## config.mk

```make
export PLATFORM = sky130hd
export DESIGN_NAME = threshold_vote_detector
export DESIGN_NICKNAME = d
export VERILOG_FILES = /design/src/rtl/threshold_vote_detector.sv
export SDC_FILE = /design/constraint.sdc
export NUM_CORES = 1
export LEC_CHECK = 0
export ABC_CLOCK_PERIOD_IN_PS = 1100
export CORE_AREA = 5 5 42 44
export CTS_CLUSTER_SIZE = 12
export DETAILED_ROUTE_END_ITERATION = 12
export DIE_AREA = 0 0 47 49
export PLACE_DENSITY_LB_ADDON = 0.05
export SETUP_SLACK_MARGIN = 0.3
export SYNTH_ARGS = -nofsm -noshare
export SYNTH_HDL_FRONTEND = slang
export SYNTH_SLANG_ARGS = --single-unit
```

## constraint.sdc

```tcl
create_clock -name clk -period 1.1 [get_ports clk]
set_input_delay 0.22 -clock clk [delete_from_list [all_inputs] [get_ports clk]]
set_output_delay 0.22 -clock clk [all_outputs]
set_load 0.01 [all_outputs]
```

## src/rtl/threshold_vote_detector.sv

```systemverilog
// threshold_vote_detector
// Counts the set bits of an N-bit sample each valid cycle and flags a hit when the
// count reaches THRESH. Hit and miss runs are debounced over PERSIST consecutive
// valid samples. Bubbles (in_val=0) hold all state and do not break a run.
// Optional feature: define THRESHOLD_VOTE_DETECTOR_STICKY_EN to latch the detect
// flag once DET is reached; only rst clears it.
module threshold_vote_detector #(
    parameter int N       = 3,
    parameter int THRESH  = 2,
    parameter int PERSIST = 1
) (
    input  logic                       clk,
    input  logic                       rst,
    input  logic                       in_val,
    input  logic [N-1:0]               in,
    output logic                       out_val,
    output logic [$clog2(N+1)-1:0]     out_count,
    output logic                       out_det
);

    localparam int CNT_W = $clog2(N + 1);
    localparam int RUN_W = $clog2(PERSIST + 1);
    localparam logic [CNT_W-1:0] TH_C    = CNT_W'(THRESH);
    localparam logic [RUN_W-1:0] PERS_C  = RUN_W'(PERSIST);
    localparam logic [RUN_W-1:0] RUN_ONE = RUN_W'(1);

    if (N < 1) begin : g_bad_n
        $error("threshold_vote_detector: N must be >= 1");
    end
    if (THRESH < 1 || THRESH > N) begin : g_bad_thresh
        $error("threshold_vote_detector: THRESH must be in 1..N");
    end
    if (PERSIST < 1) begin : g_bad_persist
        $error("threshold_vote_detector: PERSIST must be >= 1");
    end

    typedef enum logic [1:0] {
        S_IDLE,
        S_ARM,
        S_DET,
        S_REL
    } state_t;

    state_t             r_state;
    state_t             w_state_nx;
    logic [RUN_W-1:0]   r_run_cnt;
    logic [RUN_W-1:0]   w_run_nx;
    logic [RUN_W-1:0]   w_run_inc;
    logic [CNT_W-1:0]   w_pop;
    logic               w_hit;

    // Population count of the current sample and the threshold compare.
    always_comb begin
        w_pop = '0;
        for (int unsigned i = 0; i < N; i++) begin
            w_pop = w_pop + CNT_W'(in[i]);
        end
        w_hit = (w_pop >= TH_C);
    end

    // run_cnt stays below PERSIST inside ARM/REL, so this increment cannot wrap.
    assign w_run_inc = r_run_cnt + RUN_ONE;

    // Next-state and run counter; the FSM only advances on valid samples.
    always_comb begin
        w_state_nx = r_state;
        w_run_nx   = r_run_cnt;
        if (in_val) begin
            case (r_state)
                S_IDLE: begin
                    if (w_hit) begin
                        if (PERSIST == 1) begin
                            w_state_nx = S_DET;
                        end else begin
                            w_state_nx = S_ARM;
                            w_run_nx   = RUN_ONE;
                        end
                    end
                end
                S_ARM: begin
                    if (w_hit) begin
                        if (w_run_inc == PERS_C) begin
                            w_state_nx = S_DET;
                            w_run_nx   = '0;
                        end else begin
                            w_run_nx   = w_run_inc;
                        end
                    end else begin
                        w_state_nx = S_IDLE;
                        w_run_nx   = '0;
                    end
                end
                S_DET: begin
`ifdef THRESHOLD_VOTE_DETECTOR_STICKY_EN
                    w_state_nx = S_DET;
`else
                    if (!w_hit) begin
                        if (PERSIST == 1) begin
                            w_state_nx = S_IDLE;
                        end else begin
                            w_state_nx = S_REL;
                            w_run_nx   = RUN_ONE;
                        end
                    end
`endif
                end
                S_REL: begin
                    if (!w_hit) begin
                        if (w_run_inc == PERS_C) begin
                            w_state_nx = S_IDLE;
                            w_run_nx   = '0;
                        end else begin
                            w_run_nx   = w_run_inc;
                        end
                    end else begin
                        w_state_nx = S_DET;
                        w_run_nx   = '0;
                    end
                end
                default: begin
                    w_state_nx = S_IDLE;
                    w_run_nx   = '0;
                end
            endcase
        end
    end

    // State, counter and registered outputs; reset takes priority over in_val.
    always_ff @(posedge clk) begin
        if (rst) begin
            r_state   <= S_IDLE;
            r_run_cnt <= '0;
            out_val   <= 1'b0;
            out_count <= '0;
            out_det   <= 1'b0;
        end else begin
            out_val <= in_val;
            if (in_val) begin
                r_state   <= w_state_nx;
                r_run_cnt <= w_run_nx;
                out_count <= w_pop;
                out_det   <= (w_state_nx == S_DET) || (w_state_nx == S_REL);
            end
        end
    end

endmodule

```

==> run metrics <==
vias in the first global route=152; Antenna Violating Nets Remaining=0; Worst-Skew Late Latency=230 ps; sw frac=21.9%; Die ar.=2300 µm²; Setup Skew=0 ps; IO Port Bufs=9; critical path type=register to primary output; routability cong.=0.561; Crit path max-delay family=flip-flops; TritonCTS clock tree=done; Crit path required time=880 ps; Syn Std Cell Area=176 µm²; fin crit share=79.7%; Fin Hold WS=384 ps; post-synthesis instance total=15; Inserted Diodes=0; Hold Crit Class=input port to register; Max-Cap Viols=0; Initial Utilization=12.6%; via count=146; CTS Buffer Depth=2; post-synth cell types=9; core area=1400 µm²; pwr dens=1310 nW/µm²; GRT Residual Overflow=0; Least-Margin Pin Slew=274 ps; die width=47 µm; leakage=0.141 nW; RSZ-0062 raised after global routing=true; # DRC=0; Slowest cell on crit path=dfxtp_2; Worst setup SP type=register; Fmax=1.14 GHz; WP data arrival=660 ps; H-Tree Depth=1; CP peak stage delay=320 ps; CTS Buf Count=3; Setup crit end kind=primary output; Tmin final=876 ps; Seq/Total Area, Yosys=45.4%; FP Rows=14; Max FO, Critical Path=2; status=completed; number of vias per cell=3.40; CP Cell Sequence=buf_6; clock power share=40.8%; maximum vdd drop=363 µV; CTS Sinks=4; Fin. Hold Viols=0; Root Buffer=clkbuf_4; drt first-iter violations=0; final instance area=325 µm²; drt pass-1 iters=1; Clk pin slew, worst setup/hold paths=40 ps; layout cells sized above 1=74.1%; CTS Hold Bufs=0; sequential cell fraction of total power=38.6%; fin nets=36; largest cells by area after synthesis=dfxtp_1 (45%), fa_1 (11%), a21oi_4 (9.2%); Switch Pwr=0.0935 mW; wire per inst=8.65 µm; Synth area leader=dfxtp_1; endpoints failing setup=0; Syn Nets=22; first-pass GRT wire length=545 µm; Synth top area share=45.4%; synthesized flop and latch total=4; pin count of the biggest net entering global routing=7; synthesized area per cell=11.8 µm²; drt total wl=372 µm; total number of yosys warnings=0; dpl cell area=285 µm²; total track usage=3.67%; Die Y-Extent=49 µm; relative slew slack=81.8%; antenna violations before repair=0; Slew Limit Fails=0; Comb pwr share=20.6%; Synth-to-Final Area Change=84.4%; WP buf/inv=1; IO Pins=10; internal power=0.334 mW
## state kept, by name, summed over array words and instances (netlist names)
signal	flops
out_count	2
out_val	1
out_det	1
## cells in the final DEF (no fill, tap or decap), types with 2 or more instances in the layout
| cell | count |
|---|---|
| dfxtp_2 | 3 |
| dlygate4sd2_1 | 2 |
| o21a_1 | 2 |
| buf_6 | 5 |
| clkbuf_4 | 3 |
## cell usage after synthesis (all sizes together)
library cell and number:
nor2 1, nor2b 1, a211oi 1, fa 1
dfxtp 4, o21a 2, inv 3, buf 1
a21oi 1
## layout make-up
cell class	instances	area, µm²
Fill cell	160	1080
Timing Repair Buffer	10	101
Sequential cell	4	83.8
Multi-Input combinational cell	7	76.3
Clock buffer	3	22.5
Inverter	3	21.3
Tap cell	16	20.0
## through the flow
step                      util (%)  TNS [ps]  total power, mW  instances  worst slack [ps]
after floorplan                  -         0            0.204         15               149
after global placement        20.4     -1360            0.247         39              -483
after detailed placement      20.4     -1370            0.248         39              -478
after CTS                     22.5         0            0.435         42               207
after global routing          23.2         0            0.445         43               210
final                         23.2         0            0.427         43               224
## metal layers
layer	routed length (µm)	vias to the layer above	GRT usage, %
li1	-	72	-
met1	129	68	3.33
met2	206	6	4.98
met3	36	0	1.11
met4	0	0	5.53
met5	0	-	0
## cells by family after synthesis
kind of cell | count (synthesis) | synth area share, %
compound gates | 4 | 24.8
buf+inv | 4 | 12.8
flops | 4 | 45.4
simple gates | 2 | 5.67
fa+ha+maj | 1 | 11.3
## path summary, 6_finish.rpt
check / startpoint / end / slack, ps / cells past startpoint
max reg2reg: out_count[0] / out_count[0] / 390 / 3
max: out_count[0] / out_count[0] / 220 / 1
min reg2reg: out_count[1] / out_count[1] / 450 / 1
min: rst / out_count[0] / 380 / 2
## power by group through the flow
stage,Clock (mW),Sequential (mW),Combinational (mW)
after floorplan,0,0.169,0.0350
after global placement,0,0.163,0.0842
after detailed placement,0,0.164,0.0840
after CTS,0.185,0.165,0.0846
after global routing,0.182,0.166,0.0964
final,0.174,0.165,0.0880
## what timing repair did
action                                  4_1_cts  5_1_grt
buffers inserted                              0        1
endpoints found under the setup margin        8        7
pin swaps                                     2        1
resized for setup                            40        1
cloned                                        0        0
Note: power is estimated with default switching activity, not from simulation.
